## src/rtl/branch_pred_ctrl_if.sv

```systemverilog
// Fetch/execute handshake bundle for the branch predictor controller.
interface branch_pred_ctrl_if #(
    parameter int unsigned W_ADDR = 32,
    parameter int unsigned DEPTH  = 4
);
    localparam int unsigned CW = $clog2(DEPTH) + 1;

    logic              lookup_v_i;
    logic [W_ADDR-1:0] lookup_pc_i;
    logic              lookup_rdy_o;
    logic              pred_v_o;
    logic              pred_taken_o;
    logic              resolve_v_i;
    logic              resolve_taken_i;
    logic              flush_o;
    logic [CW-1:0]     count_o;
    logic              err_o;

    // Fetch/execute side: issues lookups and resolves.
    modport master (
        output lookup_v_i, lookup_pc_i, resolve_v_i, resolve_taken_i,
        input  lookup_rdy_o, pred_v_o, pred_taken_o, flush_o, count_o, err_o
    );

    // Predictor side.
    modport slave (
        input  lookup_v_i, lookup_pc_i, resolve_v_i, resolve_taken_i,
        output lookup_rdy_o, pred_v_o, pred_taken_o, flush_o, count_o, err_o
    );
endinterface

```

## src/rtl/branch_pred_ctrl.sv

```systemverilog
// Bimodal branch predictor: 2-bit saturating counters plus an in-order queue of
// unresolved predictions; a mispredicting resolve clears the queue and flushes fetch.
module branch_pred_ctrl #(
    parameter int unsigned W_ADDR = 32,
    parameter int unsigned W_IDX  = 4,
    parameter int unsigned DEPTH  = 4
) (
    input  logic               clk,
    input  logic               reset,
    branch_pred_ctrl_if.slave  bp
);
    localparam int unsigned N_ENT = 2 ** W_IDX;
    localparam int unsigned PW    = $clog2(DEPTH);
    localparam int unsigned CW    = $clog2(DEPTH) + 1;

    typedef struct packed {
        logic [W_IDX-1:0] idx;
        logic             pred;
    } entry_t;

    typedef enum logic {RUN, FLUSH} state_t;

    state_t            state_q;
    logic [1:0]        ctr_q [N_ENT];
    entry_t            queue_q [DEPTH];
    logic [PW-1:0]     wr_ptr_q, wr_ptr_d;
    logic [PW-1:0]     rd_ptr_q, rd_ptr_d;
    logic [CW-1:0]     count_q, count_d;
    logic              pred_v_q, pred_taken_q, flush_q, err_q;

    logic [W_IDX-1:0]  lookup_idx;
    entry_t            head;
    logic              have_entry, pop, mispredict, rdy, push;
    logic [1:0]        head_ctr_upd;
    logic              unused_pc;

    // PC word index selects the counter; other PC bits are ignored.
    assign lookup_idx = bp.lookup_pc_i[W_IDX+1:2];
    assign unused_pc  = ^{bp.lookup_pc_i[W_ADDR-1:W_IDX+2], bp.lookup_pc_i[1:0]};

    // Resolve qualification and lookup acceptance.
    assign head       = queue_q[rd_ptr_q];
    assign have_entry = (state_q == RUN) && (count_q != '0);
    assign pop        = bp.resolve_v_i && have_entry;
    assign mispredict = pop && (bp.resolve_taken_i != head.pred);
    assign rdy        = (state_q == RUN) && (count_q < CW'(DEPTH)) && !mispredict;
    assign push       = bp.lookup_v_i && rdy;

    // Saturating update of the counter belonging to the oldest entry.
    always_comb begin
        head_ctr_upd = ctr_q[head.idx];
        if (bp.resolve_taken_i) begin
            if (ctr_q[head.idx] != 2'b11) head_ctr_upd = ctr_q[head.idx] + 2'b01;
        end else begin
            if (ctr_q[head.idx] != 2'b00) head_ctr_upd = ctr_q[head.idx] - 2'b01;
        end
    end

    // Queue pointer and occupancy next-state; a mispredict empties the queue.
    always_comb begin
        wr_ptr_d = wr_ptr_q;
        rd_ptr_d = rd_ptr_q;
        count_d  = count_q;
        if (push) wr_ptr_d = PW'(wr_ptr_q + PW'(1));
        if (pop)  rd_ptr_d = PW'(rd_ptr_q + PW'(1));
        if (push && !pop)      count_d = CW'(count_q + CW'(1));
        else if (!push && pop) count_d = CW'(count_q - CW'(1));
        if (mispredict) begin
            wr_ptr_d = '0;
            rd_ptr_d = '0;
            count_d  = '0;
        end
    end

    // State, counter table, queue storage and registered outputs.
    always_ff @(posedge clk or negedge reset) begin
        if (!reset) begin
            state_q      <= RUN;
            wr_ptr_q     <= '0;
            rd_ptr_q     <= '0;
            count_q      <= '0;
            pred_v_q     <= 1'b0;
            pred_taken_q <= 1'b0;
            flush_q      <= 1'b0;
            err_q        <= 1'b0;
            for (int i = 0; i < int'(N_ENT); i++) ctr_q[i] <= 2'b01;
            for (int i = 0; i < int'(DEPTH); i++) queue_q[i] <= '0;
        end else begin
            wr_ptr_q     <= wr_ptr_d;
            rd_ptr_q     <= rd_ptr_d;
            count_q      <= count_d;
            pred_v_q     <= push;
            pred_taken_q <= push & ctr_q[lookup_idx][1];
            flush_q      <= mispredict;
            if (push) queue_q[wr_ptr_q] <= '{idx: lookup_idx, pred: ctr_q[lookup_idx][1]};
            if (pop)  ctr_q[head.idx] <= head_ctr_upd;
            if (bp.resolve_v_i && !have_entry) err_q <= 1'b1;
            case (state_q)
                RUN:     if (mispredict) state_q <= FLUSH;
                FLUSH:   state_q <= RUN;
                default: state_q <= RUN;
            endcase
        end
    end

    assign bp.lookup_rdy_o = rdy;
    assign bp.pred_v_o     = pred_v_q;
    assign bp.pred_taken_o = pred_taken_q;
    assign bp.flush_o      = flush_q;
    assign bp.count_o      = count_q;
    assign bp.err_o        = err_q;
endmodule

```

## src/flat_wrapper.sv

```systemverilog
// flat-port wrapper written by rule: the top's interface ports become plain ports
module branch_pred_ctrl_flat 
#(
    parameter int unsigned W_ADDR = 32,
    parameter int unsigned W_IDX  = 4,
    parameter int unsigned DEPTH  = 4
)
  (clk, reset, bp_lookup_v_i, bp_lookup_pc_i, bp_resolve_v_i, bp_resolve_taken_i, bp_lookup_rdy_o, bp_pred_v_o, bp_pred_taken_o, bp_flush_o, bp_count_o, bp_err_o);
  branch_pred_ctrl_if #(.W_ADDR(W_ADDR), .DEPTH(DEPTH)) bp_i ();
  input  logic clk;
  input  logic reset;
  input wire logic [$bits(bp_i.lookup_v_i)-1:0] bp_lookup_v_i;
  input wire logic [$bits(bp_i.lookup_pc_i)-1:0] bp_lookup_pc_i;
  input wire logic [$bits(bp_i.resolve_v_i)-1:0] bp_resolve_v_i;
  input wire logic [$bits(bp_i.resolve_taken_i)-1:0] bp_resolve_taken_i;
  output wire logic [$bits(bp_i.lookup_rdy_o)-1:0] bp_lookup_rdy_o;
  output wire logic [$bits(bp_i.pred_v_o)-1:0] bp_pred_v_o;
  output wire logic [$bits(bp_i.pred_taken_o)-1:0] bp_pred_taken_o;
  output wire logic [$bits(bp_i.flush_o)-1:0] bp_flush_o;
  output wire logic [$bits(bp_i.count_o)-1:0] bp_count_o;
  output wire logic [$bits(bp_i.err_o)-1:0] bp_err_o;
  assign bp_i.lookup_v_i = bp_lookup_v_i;
  assign bp_i.lookup_pc_i = bp_lookup_pc_i;
  assign bp_i.resolve_v_i = bp_resolve_v_i;
  assign bp_i.resolve_taken_i = bp_resolve_taken_i;
  assign bp_lookup_rdy_o = bp_i.lookup_rdy_o;
  assign bp_pred_v_o = bp_i.pred_v_o;
  assign bp_pred_taken_o = bp_i.pred_taken_o;
  assign bp_flush_o = bp_i.flush_o;
  assign bp_count_o = bp_i.count_o;
  assign bp_err_o = bp_i.err_o;
  branch_pred_ctrl #(.W_ADDR(W_ADDR), .W_IDX(W_IDX), .DEPTH(DEPTH)) u_core (.clk(clk), .reset(reset), .bp(bp_i));
endmodule
```

## config.mk

```make
export PLATFORM = sky130hd
export DESIGN_NAME = branch_pred_ctrl_flat
export DESIGN_NICKNAME = d
export VERILOG_FILES = /design/src/rtl/branch_pred_ctrl_if.sv /design/src/rtl/branch_pred_ctrl.sv /design/src/flat_wrapper.sv
export SDC_FILE = /design/constraint.sdc
export NUM_CORES = 1
export LEC_CHECK = 0
export ABC_AREA = 1
export CAP_MARGIN = 20
export CORE_MARGIN = 1.5
export CORE_UTILIZATION = 40
export CTS_CLUSTER_DIAMETER = 60
export CTS_CLUSTER_SIZE = 14
export DETAILED_ROUTE_END_ITERATION = 10
export GPL_TIMING_DRIVEN = 1
export SKIP_LAST_GASP = 1
export SYNTH_ARGS = -nofsm -noshare
export SYNTH_HDL_FRONTEND = slang
export SYNTH_SLANG_ARGS = --single-unit
```

## constraint.sdc

```tcl
create_clock -name clk -period 7 [get_ports clk]
set_clock_uncertainty 0.1 [all_clocks]
set_input_delay 1.4 -clock clk [delete_from_list [all_inputs] [get_ports clk]]
set_output_delay 1.4 -clock clk [all_outputs]
set_load 0.01 [all_outputs]
```

==> flow_summary_export.csv <==
group,metric,value,unit
yosys,synth_top_cell_by_area,"dfrtp_1",
detailed_routing,drt-total-wl,8690,microns
grt,gr-usage-met1,0.280,
power,pwr-share-comb,0.526,
grt,gr-total-overflow,0,
yosys,synth_compound_area_frac,0.0846,
detailed_routing,vias_per_cell,4.95,
worst_hold_path,hold_path.startpoint,"u_core.ctr_q[4]",
floorplan,die_y,97.4,microns
yosys,synthSimpleGateAreaFrac,0.340,
sta,fmax,216,MHz
job,maxCapViolations,0,
yosys,synth_top_cell_area_share,0.337,
layout,fin_nets,553,
power,switching_share,0.477,
layout,multiInputGateArea,0.00162,sq mm
critical_path,cp.arrival,3120,ps
sta,fin_crit,4620,ps
yosys,ys.flop_type,"dfrtp_1",
yosys,synthArstFlopShare,1.00,
clocking,clk_pin_slew,70,ps
power,internal_power,1210,uW
yosys,synth_edf_count,0,
yosys,synth_area_leaders,"dfrtp_1 34%, nand2_1 21%, dfstp_2 12%, inv_1 6.6%, nand3_1 4.6%",
grt,grt_pass1_wl,15000,microns
critical_path,critPathLaunchType,"input port",
grt,grt_max_degree,65,
sta,setup-tns-final,0,ps
floorplan,die-area,0.00949,sq mm
critical_path,timing.rr.start,"u_core.rd_ptr_q[0]",
layout,fillers,915,
placed_design,dp_hpwl,5840,microns
yosys,syn_avg_cell_area,7.22,sq um
layout,area_growth,13.9,%
clocking,cts_root_buffer,"clkbuf_8",
detailed_routing,drtAntennaViolNets,0,
worst_hold_path,hp-class,"reg2reg",
placed_design,gp_congestion,0.878,
clocking,cts_tree,"yes",
power,pwr-share-clk,0.188,
grt,antenna_found_initial,0,
yosys,yosysUniqueCellTypes,29,
layout,drive_gt1_frac,0.101,
grt,grtUsageMet2,0.310,
sta,drv_slew,0,
sta,tightestPinTransition,826,ps
power,power_frac_seq,0.286,
critical_path,critical_path_class,"in2out",
yosys,syn_area,0.00356,sq mm
power,p_leak,0.00202,uW
yosys,synthAdderAreaFrac,0.0232,
floorplan,die_w,97.4,microns
sta,rsz0062_at_grt,"no",
grt,grtUsageTotal,0.200,
yosys,ys_ff_latch,64,
critical_path,required,5500,ps
yosys,synth_top_family_by_area,"simple AND/OR/NAND/NOR gates",
layout,final_common_cell,"nand2_1",
power,irDropWorstVdd,333,uV
critical_path,cp_max_fo,5,
detailed_routing,via_count,3086,
yosys,yosysWarningCount,0,
floorplan,core,0.00868,sq mm
clocking,cts_buffer_depth,2,
sta,relSlewSlack,0.449,
power,powerDensity,571,mW/mm^2
grt,grt_pass1_vias,2971,
layout,diodes,0,
placed_design,io_buffers,16,
clocking,hold_buffers,0,
yosys,synthXorXnorAreaFrac,0.00491,
critical_path,crit_path_end_kind,"output pin",
placed_design,place_area,0.00379,sq mm
yosys,synthMuxAreaShare,0,
sta,hold_viol,0,
clocking,htree_levels,3,
detailed_routing,first_pass_iters,5,
yosys,synth_nets,537,
status,run_status,"finished, final reports clean",
layout,layout.area.seq,0.00162,sq mm
clocking,cts_buffers,9,
sta,finalSetupViolCount,0,
clocking,postCtsSetupRepairBufs,0,
power,power.switching,1100,uW
detailed_routing,drt_iter0_drc,194,
layout,final_cell_mix,"204 x nand2_1, 63 x inv_1, 48 x dfrtp_1, 33 x nand3_1, 31 x nor2_1",
clocking,cts_resized,0,
detailed_routing,drc,0,
floorplan,rows,34,
sta,finalCritPeriodShare,0.661,
floorplan,initial_core_util,0.411,
clocking,clkLatencyLatePin,360,ps
detailed_routing,routedWlPerCell,13.9,microns
yosys,synthCells,494,
critical_path,startpoint,"bp_resolve_v_i",
floorplan,io_pins,45,
layout,design_area,0.00406,sq mm
grt,met3_usage,0.0367,
clocking,cts_num_sinks,64,
yosys,ys_seq_area_frac,0.455,
grt,top_usage_layer,"met2",
## critical path, stage by stage
cell,delay [ps]
clkdlybuf4s50_1,470
nand2_1,130
inv_1,160
nand2_1,100
nor2_2,190
inv_2,100
nand2_1,80
inv_2,30
clkdlybuf4s50_1,460
## registers in the layout, indices dropped and copies added, names as in the netlist
| name | flops |
|---|---|
| u_core.ctr_q | 32 |
| u_core.queue_q | 20 |
| u_core.rd_ptr_q | 2 |
| u_core.wr_ptr_q | 2 |
| u_core.bp.count_o | 3 |
| u_core.bp.pred_v_o | 1 |
| u_core.state_q | 1 |
| u_core.bp.err_o | 1 |
| u_core.bp.pred_taken_o | 1 |
| u_core.bp.flush_o | 1 |
## cell usage after synthesis (2+ instances only)
cell	number
o21ai_0	20
xor2_1	2
nand2_2	5
o21ai_1	6
nor3_1	2
ha_1	5
inv_2	5
a21oi_1	10
nor2_1	31
buf_2	4
nand3b_1	8
inv_1	63
buf_4	4
nand3_1	33
clkbuf_1	3
dfrtp_1	48
o21a_1	8
dfstp_2	16
or2_2	2
nor2_2	4
nand2_1	204
o211ai_1	4
## power groups by stage
| stage | registers [uW] | logic [uW] | clock network [uW] |
|---|---|---|---|
| 2_1_floorplan | 637 | 946 | 0 |
| 3_3_place_gp | 662 | 1200 | 0 |
| 3_5_place_dp | 668 | 1220 | 0 |
| 4_1_cts | 663 | 1220 | 444 |
| 5_1_grt | 684 | 1400 | 457 |
| 6_report | 662 | 1220 | 436 |
## cell families (layout without fill, tap and decap cells)
group / Yosys count / count (layout)
compound gates: 51 / 51
simple gates: 291 / 291
fa+ha+maj: 6 / 6
flops: 64 / 64
xor+xnor: 2 / 2
buf+inv: 80 / 101
## stage by stage
step | setup WS [ps] | cells | hold WS, ps | power [uW] | utilization
after floorplan | 3110 | 494 | 344 | 1580 | -
after global placement | 2120 | 607 | 354 | 1860 | 0.437
after detailed placement | 2130 | 607 | 355 | 1880 | 0.437
after CTS | 2350 | 623 | 368 | 2330 | 0.468
after global routing | 2200 | 623 | 389 | 2540 | 0.468
final | 2380 | 623 | 367 | 2320 | 0.468
## path summary, 6_finish.rpt
check                                        to  slack [ps]  cells after the start
min in group asynchronous     u_core.queue_q[6]        1120                      2
setup / recovery                bp_lookup_rdy_o        2380                      9
hold / removal                  u_core.ctr_q[4]         370                      2
hold reg to reg                 u_core.ctr_q[4]         370                      2
max in group asynchronous       u_core.ctr_q[7]        5140                      2
setup reg to reg           u_core.bp.count_o[2]        3360                     18
## per-layer routing
| layer | vias to the layer above | routed length (microns) |
|---|---|---|
| met2 | 69 | 3960 |
| met5 | - | 0 |
| li1 | 1556 | - |
| met1 | 1448 | 4200 |
| met4 | 0 | 164 |
| met3 | 13 | 356 |
## area by class of cell
| type | count | share of cell area |
|---|---|---|
| clock buffers | 11 | 0.0348 |
| clock inverters | 5 | 0.0314 |
| inverters | 68 | 0.0629 |
| multi-input cells | 350 | 0.398 |
| flip-flops and latches | 64 | 0.400 |
| well taps | 108 | 0.0333 |
| repair buffers | 17 | 0.0401 |
No activity file was read; power rests on OpenSTA's default activity.
